==> src/rtl/ram_selftest_if.sv <==
// Control, status, filler and RAM read signals of the RAM self-test sequencer.
// RAM_SELFTEST_TIMEOUT_EN adds the timeout status bit.
`timescale 1ns/1ps
interface ram_selftest_if #(
    parameter int DATA_W    = 16,
    parameter int ADDR_W    = 3,
    parameter int ERR_CNT_W = 8
);
    logic                 start;
    logic                 busy;
    logic                 ram_own;
    logic                 done;
    logic                 pass;
    logic [ERR_CNT_W-1:0] err_cnt;
    logic [ADDR_W-1:0]    first_err_addr;
    logic                 first_err_phase;
    logic                 fill_inc;
    logic                 fill_dec;
    logic                 fill_active;
    logic                 fill_done;
    logic                 rd_en;
    logic [ADDR_W-1:0]    rd_addr;
    logic [DATA_W-1:0]    rd_data;
`ifdef RAM_SELFTEST_TIMEOUT_EN
    logic                 timeout;
`endif

    modport master (
        input  start,
        input  fill_active,
        input  fill_done,
        input  rd_data,
        output busy,
        output ram_own,
        output done,
        output pass,
        output err_cnt,
        output first_err_addr,
        output first_err_phase,
        output fill_inc,
        output fill_dec,
        output rd_en,
        output rd_addr
`ifdef RAM_SELFTEST_TIMEOUT_EN
        ,
        output timeout
`endif
    );

    modport slave (
        output start,
        output fill_active,
        output fill_done,
        output rd_data,
        input  busy,
        input  ram_own,
        input  done,
        input  pass,
        input  err_cnt,
        input  first_err_addr,
        input  first_err_phase,
        input  fill_inc,
        input  fill_dec,
        input  rd_en,
        input  rd_addr
`ifdef RAM_SELFTEST_TIMEOUT_EN
        ,
        input  timeout
`endif
    );
endinterface

==> src/rtl/ram_selftest.sv <==
// RAM self-test: inc fill, read-back check, dec fill, read-back check, report.
// RAM_SELFTEST_TIMEOUT_EN bounds the fill-wait states by TIMEOUT cycles.
`timescale 1ns/1ps
module ram_selftest #(
    parameter int DATA_W    = 16,
    parameter int ADDR_W    = 3,
    parameter int RD_LAT    = 2,
    parameter int ERR_CNT_W = 8
`ifdef RAM_SELFTEST_TIMEOUT_EN
    ,
    parameter int TIMEOUT   = 256
`endif
) (
    input logic            clk,
    input logic            rst,
    ram_selftest_if.master bus
);
    localparam int N  = 1 << ADDR_W;
    localparam int CW = $clog2(N + RD_LAT + 1) + 1;

    typedef enum logic [2:0] {
        S_IDLE,
        S_FILL_INC,
        S_WAIT_INC,
        S_CHECK_INC,
        S_FILL_DEC,
        S_WAIT_DEC,
        S_CHECK_DEC,
        S_FIN
    } state_t;

    state_t               state_q, state_d;
    logic [CW-1:0]        cyc_q, cyc_d;
    logic                 seen_q, seen_d;
    logic [ERR_CNT_W-1:0] err_q, err_d;
    logic                 first_q, first_d;
    logic [ADDR_W-1:0]    faddr_q, faddr_d;
    logic                 fph_q, fph_d;
    logic                 pass_q, pass_d;

    logic [RD_LAT-1:0]    pv_q;
    logic [DATA_W-1:0]    pexp_q [RD_LAT];
    logic [ADDR_W-1:0]    paddr_q [RD_LAT];

    logic                 busy;
    logic                 rd_en;
    logic [ADDR_W-1:0]    rd_addr;
    logic [ADDR_W-1:0]    pat;
    logic [DATA_W-1:0]    exp_w;
    logic                 is_chk;
    logic                 mism;

`ifdef RAM_SELFTEST_TIMEOUT_EN
    localparam int TW = $clog2(TIMEOUT + 1) + 1;
    logic [TW-1:0]        tmo_q, tmo_d;
    logic                 timeout_q, timeout_d;
`endif

    assign is_chk  = (state_q == S_CHECK_INC) || (state_q == S_CHECK_DEC);
    assign rd_en   = is_chk && (cyc_q < CW'(N));
    assign rd_addr = cyc_q[ADDR_W-1:0];
    // dec pattern N-1-a in ADDR_W bits is the bitwise inverse of a
    assign pat     = (state_q == S_CHECK_DEC) ? ~rd_addr : rd_addr;
    assign exp_w   = DATA_W'(pat);
    assign mism    = pv_q[RD_LAT-1] &&
                     (bus.rd_data != pexp_q[RD_LAT-1]);
    assign busy    = (state_q != S_IDLE) && (state_q != S_FIN);

    assign bus.busy            = busy;
    assign bus.ram_own         = busy;
    assign bus.done            = (state_q == S_FIN);
    assign bus.pass            = pass_q;
    assign bus.err_cnt         = err_q;
    assign bus.first_err_addr  = faddr_q;
    assign bus.first_err_phase = fph_q;
    assign bus.fill_inc        = (state_q == S_FILL_INC);
    assign bus.fill_dec        = (state_q == S_FILL_DEC);
    assign bus.rd_en           = rd_en;
    assign bus.rd_addr         = rd_addr;
`ifdef RAM_SELFTEST_TIMEOUT_EN
    assign bus.timeout         = timeout_q;
`endif

    always_comb begin
        state_d = state_q;
        cyc_d   = cyc_q;
        seen_d  = seen_q;
        err_d   = err_q;
        first_d = first_q;
        faddr_d = faddr_q;
        fph_d   = fph_q;
        pass_d  = pass_q;
`ifdef RAM_SELFTEST_TIMEOUT_EN
        tmo_d     = tmo_q;
        timeout_d = timeout_q;
`endif

        if (mism) begin
            if (err_q != {ERR_CNT_W{1'b1}}) begin
                err_d = err_q + 1'b1;
            end
            if (!first_q) begin
                first_d = 1'b1;
                faddr_d = paddr_q[RD_LAT-1];
                fph_d   = (state_q == S_CHECK_DEC);
            end
        end

        unique case (state_q)
            S_IDLE: begin
                if (bus.start) begin
                    state_d = S_FILL_INC;
                    err_d   = '0;
                    first_d = 1'b0;
                    faddr_d = '0;
                    fph_d   = 1'b0;
                    pass_d  = 1'b0;
`ifdef RAM_SELFTEST_TIMEOUT_EN
                    timeout_d = 1'b0;
`endif
                end
            end
            S_FILL_INC, S_FILL_DEC: begin
                state_d = (state_q == S_FILL_INC) ? S_WAIT_INC : S_WAIT_DEC;
                seen_d  = 1'b0;
`ifdef RAM_SELFTEST_TIMEOUT_EN
                tmo_d   = '0;
`endif
            end
            S_WAIT_INC, S_WAIT_DEC: begin
                if (bus.fill_active) begin
                    seen_d = 1'b1;
                end
                if (seen_q && !bus.fill_active && bus.fill_done) begin
                    state_d = (state_q == S_WAIT_INC) ? S_CHECK_INC
                                                      : S_CHECK_DEC;
                    cyc_d   = '0;
                end
`ifdef RAM_SELFTEST_TIMEOUT_EN
                else if (tmo_q == TW'(TIMEOUT - 1)) begin
                    state_d   = S_FIN;
                    timeout_d = 1'b1;
                    pass_d    = 1'b0;
                end else begin
                    tmo_d = tmo_q + 1'b1;
                end
`endif
            end
            S_CHECK_INC, S_CHECK_DEC: begin
                cyc_d = cyc_q + 1'b1;
                // one cycle of slack after the last compare
                if (cyc_q == CW'(N + RD_LAT)) begin
                    if (state_q == S_CHECK_INC) begin
                        state_d = S_FILL_DEC;
                    end else begin
                        state_d = S_FIN;
`ifdef RAM_SELFTEST_TIMEOUT_EN
                        pass_d  = (err_d == '0) && !timeout_q;
`else
                        pass_d  = (err_d == '0);
`endif
                    end
                end
            end
            S_FIN: begin
                state_d = S_IDLE;
            end
        endcase
    end

    always_ff @(posedge clk or posedge rst) begin
        if (rst) begin
            state_q <= S_IDLE;
            cyc_q   <= '0;
            seen_q  <= 1'b0;
            err_q   <= '0;
            first_q <= 1'b0;
            faddr_q <= '0;
            fph_q   <= 1'b0;
            pass_q  <= 1'b0;
        end else begin
            state_q <= state_d;
            cyc_q   <= cyc_d;
            seen_q  <= seen_d;
            err_q   <= err_d;
            first_q <= first_d;
            faddr_q <= faddr_d;
            fph_q   <= fph_d;
            pass_q  <= pass_d;
        end
    end

`ifdef RAM_SELFTEST_TIMEOUT_EN
    always_ff @(posedge clk or posedge rst) begin
        if (rst) begin
            tmo_q     <= '0;
            timeout_q <= 1'b0;
        end else begin
            tmo_q     <= tmo_d;
            timeout_q <= timeout_d;
        end
    end
`endif

    // expected word and address travel alongside the read strobe
    always_ff @(posedge clk or posedge rst) begin
        if (rst) begin
            pv_q <= '0;
            for (int i = 0; i < RD_LAT; i++) begin
                pexp_q[i]  <= '0;
                paddr_q[i] <= '0;
            end
        end else begin
            pv_q[0]    <= rd_en;
            pexp_q[0]  <= exp_w;
            paddr_q[0] <= rd_addr;
            for (int i = 1; i < RD_LAT; i++) begin
                pv_q[i]    <= pv_q[i-1];
                pexp_q[i]  <= pexp_q[i-1];
                paddr_q[i] <= paddr_q[i-1];
            end
        end
    end
endmodule

==> src/flat_wrapper.sv <==
// flat-port wrapper written by rule: the top's interface ports become plain ports
module ram_selftest_flat 
#(
    parameter int DATA_W    = 16,
    parameter int ADDR_W    = 3,
    parameter int RD_LAT    = 2,
    parameter int ERR_CNT_W = 8

)
  (clk, rst, bus_start, bus_fill_active, bus_fill_done, bus_rd_data, bus_busy, bus_ram_own, bus_done, bus_pass, bus_err_cnt, bus_first_err_addr, bus_first_err_phase, bus_fill_inc, bus_fill_dec, bus_rd_en, bus_rd_addr);
  ram_selftest_if #(.DATA_W(DATA_W), .ADDR_W(ADDR_W), .ERR_CNT_W(ERR_CNT_W)) bus_i ();
  input logic clk;
  input logic rst;
  input wire logic [$bits(bus_i.start)-1:0] bus_start;
  input wire logic [$bits(bus_i.fill_active)-1:0] bus_fill_active;
  input wire logic [$bits(bus_i.fill_done)-1:0] bus_fill_done;
  input wire logic [$bits(bus_i.rd_data)-1:0] bus_rd_data;
  output wire logic [$bits(bus_i.busy)-1:0] bus_busy;
  output wire logic [$bits(bus_i.ram_own)-1:0] bus_ram_own;
  output wire logic [$bits(bus_i.done)-1:0] bus_done;
  output wire logic [$bits(bus_i.pass)-1:0] bus_pass;
  output wire logic [$bits(bus_i.err_cnt)-1:0] bus_err_cnt;
  output wire logic [$bits(bus_i.first_err_addr)-1:0] bus_first_err_addr;
  output wire logic [$bits(bus_i.first_err_phase)-1:0] bus_first_err_phase;
  output wire logic [$bits(bus_i.fill_inc)-1:0] bus_fill_inc;
  output wire logic [$bits(bus_i.fill_dec)-1:0] bus_fill_dec;
  output wire logic [$bits(bus_i.rd_en)-1:0] bus_rd_en;
  output wire logic [$bits(bus_i.rd_addr)-1:0] bus_rd_addr;
  assign bus_i.start = bus_start;
  assign bus_i.fill_active = bus_fill_active;
  assign bus_i.fill_done = bus_fill_done;
  assign bus_i.rd_data = bus_rd_data;
  assign bus_busy = bus_i.busy;
  assign bus_ram_own = bus_i.ram_own;
  assign bus_done = bus_i.done;
  assign bus_pass = bus_i.pass;
  assign bus_err_cnt = bus_i.err_cnt;
  assign bus_first_err_addr = bus_i.first_err_addr;
  assign bus_first_err_phase = bus_i.first_err_phase;
  assign bus_fill_inc = bus_i.fill_inc;
  assign bus_fill_dec = bus_i.fill_dec;
  assign bus_rd_en = bus_i.rd_en;
  assign bus_rd_addr = bus_i.rd_addr;
  ram_selftest #(.DATA_W(DATA_W), .ADDR_W(ADDR_W), .RD_LAT(RD_LAT), .ERR_CNT_W(ERR_CNT_W)) u_core (.clk(clk), .rst(rst), .bus(bus_i));
endmodule
==> config.mk <==
export PLATFORM = sky130hd
export DESIGN_NAME = ram_selftest_flat
export DESIGN_NICKNAME = d
export VERILOG_FILES = /design/src/rtl/ram_selftest_if.sv /design/src/rtl/ram_selftest.sv /design/src/flat_wrapper.sv
export SDC_FILE = /design/constraint.sdc
export NUM_CORES = 1
export LEC_CHECK = 0
export CORE_UTILIZATION = 25
export DETAILED_ROUTE_END_ITERATION = 7
export PLACE_DENSITY = 0.58
export SKIP_CTS_REPAIR_TIMING = 1
export SLEW_MARGIN = 5
export SYNTH_ARGS = -nofsm -noshare
export SYNTH_HDL_FRONTEND = slang
export SYNTH_SLANG_ARGS = --single-unit
export TNS_END_PERCENT = 20
==> constraint.sdc <==
create_clock -name clk -period 2 [get_ports clk]
set_input_delay 0.3 -clock clk [delete_from_list [all_inputs] [get_ports clk]]
set_output_delay 0.3 -clock clk [all_outputs]
set_load 0.02 [all_outputs]
==> reports/qor.csv, run 1 <==
metric;value;unit
TritonRoute pass-1 iters;4;
crit-path max cell delay;370;ps
final worst slack;33.5;ps
Final ANT Viol Nets;0;
Routed WL per cell;12.2;um
CP top delay family;compound AO/OA/AOI/OAI gates;
crit path cell chain;inv_1, ha_1, buf_4, mux2_2, o21ai_0, o221ai_1, o31ai_1, o21ai_0;
syn avg cell area;10.1;um2
outcome;completed;
Crit path top cell by count;o21ai_0;
Setup WS pre-CTS;-259;ps
Psw;1.31;mW
num rows;31;
Initial Utilization;0.261;
LEAKAGE;1.23;nW
RR Endpoint;u_core.state_q[2];
crit path max-delay cell type;dfrtp_1;
largest net degree at the start of global routing;14;
Crit Path Class;reg -> reg;
ys flop type;dfrtp_1;
Post-Route WL;4330;um
Synth warnings;0;
via/cell ratio;4.48;
ant diodes;0;
RR Startpoint;u_core.state_q[0];
Global Route met2 Usage;0.199;
Cell Pwr Density;1270;nW/um2
grt total ovfl;0;
Max Clock Skew;4.98;ps
clock root buffer;clkbuf_8;
first-pass GRT wire length;7190;um
register area;927;um2
Worst-Margin Slew;405;ps
detailed placer's ending HPWL;3320;um
DP Area;2590;um2
I/O Buffers;42;
max-cap viol count;0;
fillcell total;755;
TritonCTS clock tree;done;
core area;7290;um2
Critical Path RT;2160;ps
hold crit path type;in -> async;
vias in the first global route;1576;
GP Congestion;0.790;
Final Instance Count excl. Fillers;355;
met3 usage;0.0295;
CTS buffer count;5;
via count;1592;
asr flop ratio synth;1.00;
# IOs;43;
RSZ-0062 raised after global routing;true;
Fin Hold WS;223;ps
Max Freq;509;MHz
layout cells sized above 1;0.191;
startpoint types;register;
CP endpoint kind;register;
CTS sink count;37;
clock power share;0.151;
worst vdd ir;0.444;mV
fin crit share;0.983;
Power Total;3.44;mW
CP startpoint;u_core.state_q[0];
Post-synth EDFFs;0;
post-synthesis cell count;188;
GRT Util Overall;0.119;
Flop pwr share;0.331;
FF+latch count, synth;37;
sw frac;0.382;
Final nets;283;
die area;7970;um2
Die Wd;89.3;um
worst path arrival time;2120;ps
post-route cell area;2700;um2
Final Hold Vio Count;0;
relative slew slack;0.729;
combinational group share of total power;0.518;
dpl cells;347;
worst reg2reg setup slack;30;ps
area occupied by multi-input gates;876;um2
syn_nets;216;
fin crit period;1970;ps
crit path max fanout;5;
die height;89.3;um
clk_lat worst skew;290;ps
initial antenna violation count;0;
count of cell types in the netlist;48;
buffer levels on the longest clock path;2;
Layout area overhead;41.9;%
initial DRC count;59;
R2R depth;8;
Clock H-tree levels;2;
M1 GR Usage;0.148;
CP Buf/Inv Count;2;
DRC violations left;0;
Final Setup Violations;0;
max-slew violation count;0;
Synth Cell Area;1900;um2
grt peak-use layer;met2;
sequential fraction of the synthesis area;0.486;
Clock Pin Slew Worst Setup and Hold Paths;70;ps
Cell Int Power;2.12;mW
[sequential cells by signal (all words and copies together), names as in the netlist]
signal                      cells
u_core.bus.err_cnt              8
u_core.paddr_q                  6
u_core.pexp_q                   6
u_core.cyc_q                    5
u_core.bus.first_err_addr       3
u_core.state_q                  3
u_core.pv_q                     2
u_core.bus.first_err_phase      1
u_core.bus.pass                 1
u_core.first_q                  1
u_core.seen_q                   1
[how the worst max path moves through the flow]
stage	slack (ps)	cells past startpoint	endpoint
2_1_floorplan	20	8	u_core.bus.pass
3_3_place_gp	-190	7	u_core.bus.pass
3_5_place_dp	-260	7	u_core.bus.pass
4_1_cts	-370	6	bus_rd_en
5_1_grt	-210	9	u_core.cyc_q[4]
6_report	30	8	u_core.state_q[2]
[cells by family after synthesis]
family	synth area share
simple gates	0.193
compound gates	0.149
flops	0.486
buf+inv	0.0565
xor+xnor	0.0368
fa+ha+maj	0.0460
mux	0.0329
[layer usage]
| layer | up-vias | routed length (um) |
|---|---|---|
| li1 | 793 | - |
| met1 | 755 | 1950 |
| met2 | 39 | 2060 |
| met3 | 5 | 251 |
| met4 | 0 | 57 |
| met5 | - | 0 |
[metrics by stage]
| step | utilization | TNS, ps |
|---|---|---|
| floorplan | - | 0 |
| global placement | 0.356 | -838 |
| detailed placement | 0.356 | -1170 |
| CTS | 0.368 | -1240 |
| global route | 0.370 | -677 |
| finish | 0.370 | 0 |
[worst register-to-register path, cell delays in order, from the launching register on]
cell and delay [ps]:
dfrtp_1 370, inv_1 70, ha_1 210, buf_4 150, mux2_2 260, o21ai_0 140, o221ai_1 290, o31ai_1 240
o21ai_0 110
[cell type report]
| type | instances | area share |
|---|---|---|
| repair buffers | 71 | 0.242 |
| well taps | 99 | 0.0459 |
| clock buffers | 6 | 0.0269 |
| multi-input cells | 131 | 0.324 |
| inverters | 9 | 0.0125 |
| flip-flops and latches | 37 | 0.343 |
| clock inverters | 2 | 0.00556 |
[placed cells by master (no fill, tap or decap), types with 2 or more instances in the layout]
master           instances
a311oi_1                 3
xnor2_1                  7
o21ai_0                 12
nand2_1                 14
clkinvlp_4               2
nand3_1                  8
mux2i_1                  4
nand2b_1                 4
o21a_1                   2
buf_4                   29
nor3_1                   5
nor2b_1                  2
a21oi_1                  9
ha_1                     7
and3_1                   2
nand4_1                  3
dfrtp_1                 36
clkbuf_8                 5
inv_1                    9
nor4_2                   2
and2_1                   3
a211oi_1                 3
clkdlybuf4s50_1         36
nor2_1                  16
dlymetal6s2s_1           6
mux2_2                   2
[cell usage after synthesis (all sizes together) (2+ instances only)]
library cell  number  area share
dfrtp             37        0.49
inv                9       0.018
buf                9       0.035
o21ai             13       0.034
nor2b              2      0.0066
a211oi             3       0.012
clkbuf             2      0.0039
o31ai              2       0.011
mux2i              4       0.021
nand3              9       0.030
a21oi              9       0.024
nand2             14       0.028
ha                 7       0.046
o21a               2      0.0079
a311oi             3       0.014
nor4               2       0.013
nand4              3      0.0099
and2               4       0.013
and3               3      0.0099
nand2b             4       0.013
or3                2      0.0072
mux2               2       0.012
nor2              16       0.032
xnor2              7       0.032
nor3               5       0.013
[power by group through the flow]
stage / sequential [mW] / combinational [mW] / clock (mW)
after floorplan: 1.25 / 0.934 / 0
after global placement: 1.15 / 1.79 / 0
after detailed placement: 1.16 / 1.80 / 0
after CTS: 1.14 / 1.81 / 0.542
after global routing: 1.17 / 1.98 / 0.571
final: 1.14 / 1.78 / 0.519
Power figures use the tool's default switching activity.
==> run 2, diff against run 1 <==
--- a/config.mk
+++ b/config.mk
@@ -8,6 +8,8 @@
 export CORE_UTILIZATION = 25
 export DETAILED_ROUTE_END_ITERATION = 7
 export PLACE_DENSITY = 0.58
+export RECOVER_POWER = 25
+export SETUP_SLACK_MARGIN = 0.15
 export SKIP_CTS_REPAIR_TIMING = 1
 export SLEW_MARGIN = 5
 export SYNTH_ARGS = -nofsm -noshare
==> reports/qor.csv, run 2 (same netlist as run 1, synthesis figures left out) <==
metric;value;unit;change
register area;930;um2;+0.27%
fin crit share;0.945;;-0.0381
Layout area overhead;47.2;%;
crit path max fanout;5;;unchanged
R2R depth;8;;unchanged
Global Route met2 Usage;0.204;;+0.00486
Clock Pin Slew Worst Setup and Hold Paths;80;ps;about the same
dpl cells;344;;-0.86%
Final ANT Viol Nets;0;;unchanged
GRT Util Overall;0.122;;+0.00330
DRC violations left;0;;unchanged
clk_lat worst skew;290;ps;about the same
relative slew slack;0.391;;-0.338
die area;7970;um2;unchanged
area occupied by multi-input gates;1000;um2;+15%
hold crit path type;reg -> reg;;
fin crit period;1890;ps;-76.2 ps
I/O Buffers;42;;unchanged
vias in the first global route;1539;;-2.3%
via/cell ratio;4.50;;+0.38%
detailed placer's ending HPWL;3260;um;-1.6%
Max Clock Skew;4.44;ps;-0.542 ps
initial DRC count;70;;+19%
max FFs per register;8;;unchanged
worst hold path depth;0;;
Initial Utilization;0.261;;unchanged
TritonRoute pass-1 iters;4;;unchanged
CTS buffer count;5;;unchanged
met3 usage;0.0351;;+0.00554
max-slew violation count;0;;unchanged
ant diodes;0;;unchanged
via count;1598;;+0.38%
Post-Route WL;4500;um;+4.1%
Cell Pwr Density;1310;nW/um2;+3.2%
Crit Path Class;in -> reg;;
largest net degree at the start of global routing;38;;+24
Clock H-tree levels;2;;unchanged
clock root buffer;clkbuf_8;;
HP Start;u_core.pv_q[0];;
Util after Layout;0.384;;+0.0139
initial antenna violation count;0;;unchanged
grt total ovfl;0;;unchanged
max-cap viol count;0;;unchanged
Max Freq;529;MHz;+4.0%
layout cells sized above 1;0.285;;+0.0938
Hold Crit Endpoint;u_core.pv_q[1];;
Critical Path RT;2200;ps;+40 ps
Worst-Margin Slew;914;ps;+509 ps
RR Startpoint;u_core.bus.err_cnt[1];;
TritonCTS clock tree;done;;
Fin Hold WS;347;ps;+124 ps
grt peak-use layer;met2;;
Power Total;3.68;mW;+7.1%
worst reg2reg setup slack;130;ps;+100 ps
GP Congestion;0.797;;+0.82%
num rows;31;;unchanged
CTS sink count;37;;unchanged
core area;7290;um2;unchanged
M1 GR Usage;0.154;;+0.00567
fillcell total;739;;-2.1%
LEAKAGE;1.22;nW;-0.92%
Die Wd;89.3;um;unchanged
Final Setup Violations;0;;unchanged
# IOs;43;;unchanged
buffer levels on the longest clock path;2;;unchanged
startpoint types;input port;;
most frequent cells in the layout;35 x clkdlybuf4s50_1, 34 x dfrtp_1, 26 x buf_4, 15 x nor2_1, 14 x nand2_1;;
RR Endpoint;u_core.bus.pass;;
Final Instance Count excl. Fillers;355;;unchanged
worst path arrival time;2090;ps;-30 ps
CP endpoint kind;register;;
Routed WL per cell;12.7;um;+4.1%
Final nets;283;;unchanged
commonest non-fill, non-tap cell in the layout;clkdlybuf4s50_1;;
outcome;completed;;
Final Hold Vio Count;0;;unchanged
worst vdd ir;0.579;mV;+31%
RSZ-0062 raised after global routing;true;;
die height;89.3;um;unchanged
first-pass GRT wire length;7310;um;+1.7%
## run 2: cell types whose count changed in the layout (fill, tap and decap cells not counted), sizes merged
cell / change
clkdlybuf4s50: -1
dlymetal6s2s: -4
dlygate4sd3: +1
clkbuf: +4
## run 2: routing by layer
layer	part of all wire	vias to the layer above
met5	0	-
met4	0.012	0
met3	0.052	5
met2	0.50	33
met1	0.44	768
li1	-	792
## run 2: critical path, cell delays in order
cell	delay, ps
clkdlybuf4s50_1	420
nor4_2	280
nand4_1	150
o21a_2	250
a31o_2	200
a221o_1	310
o31ai_2	180
## run 2: per-stage QoR
| stage | setup slack (ps) | setup TNS, ps | cell area, um2 |
|---|---|---|---|
| after floorplan | 153 | 0 | 1930 |
| after global placement | -149 | -803 | 2590 |
| after detailed placement | -272 | -1730 | 2590 |
| after CTS | -437 | -1410 | 2680 |
| after global routing | -47.6 | -47.6 | 2800 |
| final | 110 | 0 | 2800 |
## run 2: final cells by class
cell class / count / share of cell area
multi-input combinational: 131 / 0.358
timing repair buffer: 71 / 0.223
clock inverter: 2 / 0.00536
tap: 99 / 0.0442
sequential: 37 / 0.332
clock buffer: 6 / 0.0259
inverter: 9 / 0.0121
## run 2: report_power, final
group,leakage (nW),switching (mW),internal (mW)
logic,0.695,1.02,1.00
registers,0.483,0.147,1.00
clock network,0.0374,0.272,0.245
total,1.22,1.44,2.25
## run 2: how the worst max path moves through the flow
stage                 endpoint                  start  slack [ps]  cells after the start
6_report       u_core.bus.pass        bus_rd_data[15]         110                      7
5_1_grt        u_core.bus.pass        bus_rd_data[15]         -50                      7
4_1_cts              bus_rd_en      u_core.state_q[0]        -440                      6
3_5_place_dp   u_core.bus.pass         bus_rd_data[4]        -270                      7
3_3_place_gp   u_core.bus.pass         bus_rd_data[7]        -150                      7
2_1_floorplan  u_core.bus.pass  u_core.bus.err_cnt[0]         150                      8
==> variant 1 (settings of run 2) <==
`ADDR_W` is set to 3 in 3 places; all go to 4.
--- a/src/rtl/ram_selftest_if.sv
+++ b/src/rtl/ram_selftest_if.sv
@@ -3,7 +3,7 @@
 `timescale 1ns/1ps
 interface ram_selftest_if #(
     parameter int DATA_W    = 16,
-    parameter int ADDR_W    = 3,
+    parameter int ADDR_W    = 4,
     parameter int ERR_CNT_W = 8
 );
     logic                 start;
--- a/src/rtl/ram_selftest.sv
+++ b/src/rtl/ram_selftest.sv
@@ -3,7 +3,7 @@
 `timescale 1ns/1ps
 module ram_selftest #(
     parameter int DATA_W    = 16,
-    parameter int ADDR_W    = 3,
+    parameter int ADDR_W    = 4,
     parameter int RD_LAT    = 2,
     parameter int ERR_CNT_W = 8
 `ifdef RAM_SELFTEST_TIMEOUT_EN
--- a/src/flat_wrapper.sv
+++ b/src/flat_wrapper.sv
@@ -2,7 +2,7 @@
 module ram_selftest_flat 
 #(
     parameter int DATA_W    = 16,
-    parameter int ADDR_W    = 3,
+    parameter int ADDR_W    = 4,
     parameter int RD_LAT    = 2,
     parameter int ERR_CNT_W = 8
 
Interface: changed (resized bus_first_err_addr and bus_rd_addr); port bits go from 43 to 45. No check against the original RTL was run, so the function may have changed too.
==> variant 1 against run 2 <==
  * Setup slack better by 19 ps
  * First-iteration DRC count is 5.7% higher
  * Sequential cell count is 6 higher
  * Critical path depth is 5 lower
  * Final area is 10% higher
  * Non-clock buffer count is 2 higher
  * Wire length is 5.1% higher
  * Area after synthesis is 15% higher
  * Via count is 8.8% higher
  * Sequential share of layout area is 1.7 points higher
  * Power is 9.8% higher
  * Critical path type is now flip-flop to primary output
==> variant 1: results (changes against run 2) <==
[global_route]
grtUsageTotal_pct=10.95  ; -1.2 points
grt_max_degree=44  ; +16%
grt_pass1_wl_microns=7679  ; +5.0%
first_global_vias=1648  ; +7.1%
antenna_found_initial=0  ; unchanged

[placed_design]
gp_congestion=0.8305  ; +4.3%
io_buffers=44  ; +4.8%
post-dp-hpwl_microns=3478  ; +6.6%

[layout]
nets=305  ; +7.8%
antennaDiodeCount=0  ; unchanged
fillers=843  ; +14%
drive_above_1_share_pct=23.38  ; -5.1 points

[routing]
firstDrtPassIters=4  ; unchanged
vias=1738  ; +8.8%
first_iter_violations=74  ; +5.7%
wire_per_inst_microns=12.36  ; -2.6%

[sta]
fin_skew_ps=5.826  ; +1.383 ps
holdWs_ps=353.0  ; +5.861 ps
relSlewSlack_pct=28.90  ; -10 points

[critical_path]
critPathMaxFanout=6  ; +1
worstPathArrival_ps=1570  ; -520 ps
r2r_setup_slack_ps=230  ; +100 ps

[run_status]
outcome=finished clean

[logic_synthesis]
syn_nets=235  ; +8.8%
ys_async_sr_fraction_pct=100.0  ; unchanged
ys_seq_area_share_pct=49.09  ; +0.47 points
yosysWarnings=0  ; unchanged
synth.area.top_cells=dfrtp_1 (49%), nor2_1 (4.6%), ha_1 (4.0%), mux2i_1 (3.7%), xnor2_1 (3.6%)
synthTopCellsByCount=dfrtp_1 (43), nor2_1 (27), inv_1 (11)
ys_types=48  ; unchanged

[power]
p_leak_nw=1.406  ; +16%
vdd_drop_max_v=0.0004049  ; -30%

[clock_tree]
clkTransAtPathRegs_ps=90
cts_buffers=5  ; unchanged
insertion_delay_ps=300
h-tree-depth=2  ; unchanged
root_buffer=clkbuf_8
cts_buffer_depth=2  ; unchanged

[min_path]
min_path_type=flip-flop to flip-flop

## variant 1: cell count changes in the layout (fill, tap and decap cells not counted), moves of 3 or more
cell / before / now
inv_1: 7 / 10
clkbuf_1: 4 / 1
mux2i_1: 4 / 7
nor2_1: 15 / 26
o21ai_2: 0 / 3
ha_2: 3 / 0
nor4_4: 0 / 3
o21ai_1: 2 / 5
ha_1: 2 / 5
dfrtp_1: 34 / 41
xor2_1: 1 / 4
nand2_1: 14 / 10
a21oi_1: 8 / 4
## variant 1: cell type report
cell class | instances | area (sq um) | area share (%)
Clock buffer | 5 | 68.82 | 2.223
Clock inverter | 3 | 46.29 | 1.496
Inverter | 11 | 41.29 | 1.334
Multi-Input combinational cell | 143 | 1076 | 34.76
Sequential cell | 43 | 1079 | 34.84
Tap cell | 105 | 131.4 | 4.244
Timing Repair Buffer | 73 | 653.1 | 21.10
## variant 1: through the flow
step | utilization [%] | instances | setup slack (ps) | area, sq um
after global routing | 37.11 | 383 | 22.80 | 3095
after CTS | 36.30 | 382 | -290.4 | 3028
after floorplan | - | 207 | 202.3 | 2192
after global placement | 34.92 | 374 | -177.2 | 2913
final | 37.11 | 383 | 128.8 | 3095
after detailed placement | 34.92 | 374 | -249.9 | 2913
## variant 1: worst max-delay path: stages, from the launching register on
cell and delay (ps):
dfrtp_1 350, clkbuf_1 260, clkdlybuf4s50_1 660
## variant 1: metal layers
metal	up-vias	global-route usage [%]	routed length [microns]
li1	855	-	-
met1	832	13.78	2137
met2	45	18.10	2259
met3	6	3.110	272
met4	0	3.358	63
met5	-	0	0
## variant 1: final timing paths
| check | start | endpoint | depth (start not counted) |
|---|---|---|---|
| worst max-delay path | u_core.cyc_q[1] | bus_rd_addr[1] | 2 |
| worst min-delay path | u_core.pexp_q[17] | u_core.pexp_q[1] | 0 |
| worst max register to register | u_core.state_q[0] | u_core.cyc_q[3] | 8 |
| worst min register to register | u_core.pexp_q[17] | u_core.pexp_q[1] | 0 |
| max in group asynchronous | rst | u_core.state_q[1] | 3 |
| min in group asynchronous | rst | u_core.seen_q | 3 |
## variant 1: cells by family after synthesis
group,share of synthesized area [%]
flip-flops,49.09
AND/OR/NAND/NOR,19.92
XOR/XNOR,5.194
adder cells (fa/ha/maj),3.995
multiplexers,4.794
buffers and inverters,4.680
AO/OA/AOI/OAI,12.33
## variant 1: power by group
group	switching, mW	total, mW	internal (mW)
Combinational	1.03	2.03	1.00
Clock	0.312	0.688	0.376
Sequential	0.189	1.33	1.14
Total	1.53	4.04	2.51
==> variant 2 (settings of run 2) <==
Without the edit above. Encoding of `state_t`: now one-hot (8 bits for 8 states).
--- a/src/rtl/ram_selftest.sv
+++ b/src/rtl/ram_selftest.sv
@@ -18,15 +18,15 @@
     localparam int N  = 1 << ADDR_W;
     localparam int CW = $clog2(N + RD_LAT + 1) + 1;
 
-    typedef enum logic [2:0] {
-        S_IDLE,
-        S_FILL_INC,
-        S_WAIT_INC,
-        S_CHECK_INC,
-        S_FILL_DEC,
-        S_WAIT_DEC,
-        S_CHECK_DEC,
-        S_FIN
+    typedef enum logic [7:0] {
+        S_IDLE      = 8'b00000001,
+        S_FILL_INC  = 8'b00000010,
+        S_WAIT_INC  = 8'b00000100,
+        S_CHECK_INC = 8'b00001000,
+        S_FILL_DEC  = 8'b00010000,
+        S_WAIT_DEC  = 8'b00100000,
+        S_CHECK_DEC = 8'b01000000,
+        S_FIN       = 8'b10000000
     } state_t;
 
     state_t               state_q, state_d;
Function: same outputs for any inputs over 10 cycles, from zero or initial values and one cycle with rst high; not proved beyond that.
==> variant 2 against run 2 <==
  * Sequential cell count up 5
  * Non-clock buffer count up 10
  * Final area up 8.0%
  * Wire length up 2.5%
  * Area after synthesis up 5.8%
  * Critical path depth down 1
  * The flow now finishes with violations (negative setup slack)
  * Setup slack worse by 180 ps
  * Critical path type is now flip-flop to primary output
  * Power down 18%
==> variant 2: results (changes against run 2) <==
[logic_synthesis]
ys_seq_area_share_pct=52.20  ; +3.6 points
synthTopCellsByCount=dfrtp_1 (41), nor2_1 (23), nand2_1 (16)
syn_nets=219  ; +1.4%
ys_async_sr_fraction_pct=100.0  ; unchanged
synth-adder-area-share_pct=1.862  ; -2.7 points
yosysWarnings=0  ; unchanged
synth.area.top_cells=dfrtp_1 (51%), nor2_1 (4.3%), xor2_1 (3.5%), nand2_1 (3.0%), mux2i_1 (2.5%)
synthMuxAreaShare_pct=3.600  ; +0.32 points
ys_types=43  ; -10%
synth-compound-area-share_pct=8.939  ; -6.0 points
syn_area_per_cell_sq_um=10.34  ; +2.0%
synth_xor_area_share_pct=5.649  ; +2.0 points

[placed_design]
dp_cells=365  ; +6.1%
post-dp-hpwl_microns=3429  ; +5.0%
gp_congestion=0.7863  ; -1.3%
placed_cell_area_sq_um=2821  ; +8.8%
io_buffers=42  ; unchanged

[clock_tree]
h-tree-depth=2  ; unchanged
root_buffer=clkbuf_8
cts_buffers=5  ; unchanged
insertion_delay_ps=290  ; about the same
clkTransAtPathRegs_ps=90

[global_route]
grtUsageMet1_pct=14.64  ; -0.73 points
grt_max_degree=43  ; +13%
grt_use_met2_pct=19.17  ; -1.2 points
grtUsageTotal_pct=11.71  ; -0.49 points
antenna_found_initial=0  ; unchanged
first_global_vias=1649  ; +7.1%
grt_use_met3_pct=3.648  ; +0.14 points
grt_pass1_wl_microns=7714  ; +5.5%

[sta]
worst_pin_slew_ps=1040  ; +126.3 ps
setup_viol=3  ; +3
final.setup.worst_slack_ps=-73.32  ; -183.0 ps
fin_tns_setup_ps=-207.0  ; -207.0 ps
fin_skew_ps=8.803  ; +4.361 ps

[layout]
nets=297  ; +4.9%
finalNonFillerCells=376  ; +5.9%
fillers=786  ; +6.4%
drive_above_1_share_pct=32.12  ; +3.6 points

[power]
pwr_density_cell_nw_per_um2=999.3  ; -24%
p_leak_nw=1.330  ; +9.4%
vdd_drop_max_v=0.0003905  ; -33%

[run_status]
violations=negative setup slack
outcome=complete, but fails checks

[critical_path]
cpMaxStageDelayCell=or4b_4
critPathMaxFanout=2  ; -3
max_stage_delay_ps=550  ; +130 ps
worstPathArrival_ps=1770  ; -320 ps

[routing]
wl_met1_microns=2134  ; +7.9%
wirelength_microns=4614  ; +2.5%
first_iter_violations=74  ; +5.7%
viasPerCell=4.439  ; -1.4%
wl_met3_microns=258  ; +11%
wl_met2_microns=2163  ; -3.4%

-- variant 2: report_power, final --
part | internal [mW] | switching, mW | leakage [nW]
clock network | 0.250 | 0.311 | 0.0408
registers | 1.08 | 0.135 | 0.520
logic | 0.662 | 0.590 | 0.770
-- variant 2: final timing paths --
check                      cells after the start                     to  slack [ps]                   from
max                                            6               bus_busy         -70      u_core.state_q[6]
max in group asynchronous                      3  u_core.bus.err_cnt[4]         540                    rst
min                                            0         u_core.pv_q[1]         340         u_core.pv_q[0]
min in group asynchronous                      3      u_core.paddr_q[0]         760                    rst
min reg2reg                                    0         u_core.pv_q[1]         340         u_core.pv_q[0]
max reg2reg                                    6        u_core.bus.pass         120  u_core.bus.err_cnt[0]
-- variant 2: kinds of logic after synthesis --
kind of cell / count (synthesis)
buffers and inverters: 15
flip-flops: 42
adder cells (fa/ha/maj): 3
AO/OA/AOI/OAI: 27
AND/OR/NAND/NOR: 88
XOR/XNOR: 13
multiplexers: 7
-- variant 2: through the flow --
stage	total power, mW	setup WS [ps]	hold slack (ps)
2_1_floorplan	1.826	131.1	331.2
3_3_place_gp	2.350	-261.5	332.7
3_5_place_dp	2.374	-344.0	335.8
4_1_cts	2.938	-509.3	345.0
5_1_grt	3.246	-152.5	346.6
6_report	3.025	-73.32	342.9
-- variant 2: worst max-delay path, delay by kind of cell (launching register included) --
kind                   cells  cell delay, ps
buffers and inverters      2             210
and+or+nand+nor            4             870
DFF                        1             400
-- variant 2: layout make-up --
cell class                      count  share of cell area (%)
Multi-Input combinational cell    138                   33.90
Sequential cell                    42                   34.97
Tap cell                          102                   4.217
Clock buffer                        5                   2.274
Timing Repair Buffer               81                   23.15
Clock inverter                      3                  0.7854
Inverter                            5                  0.7028
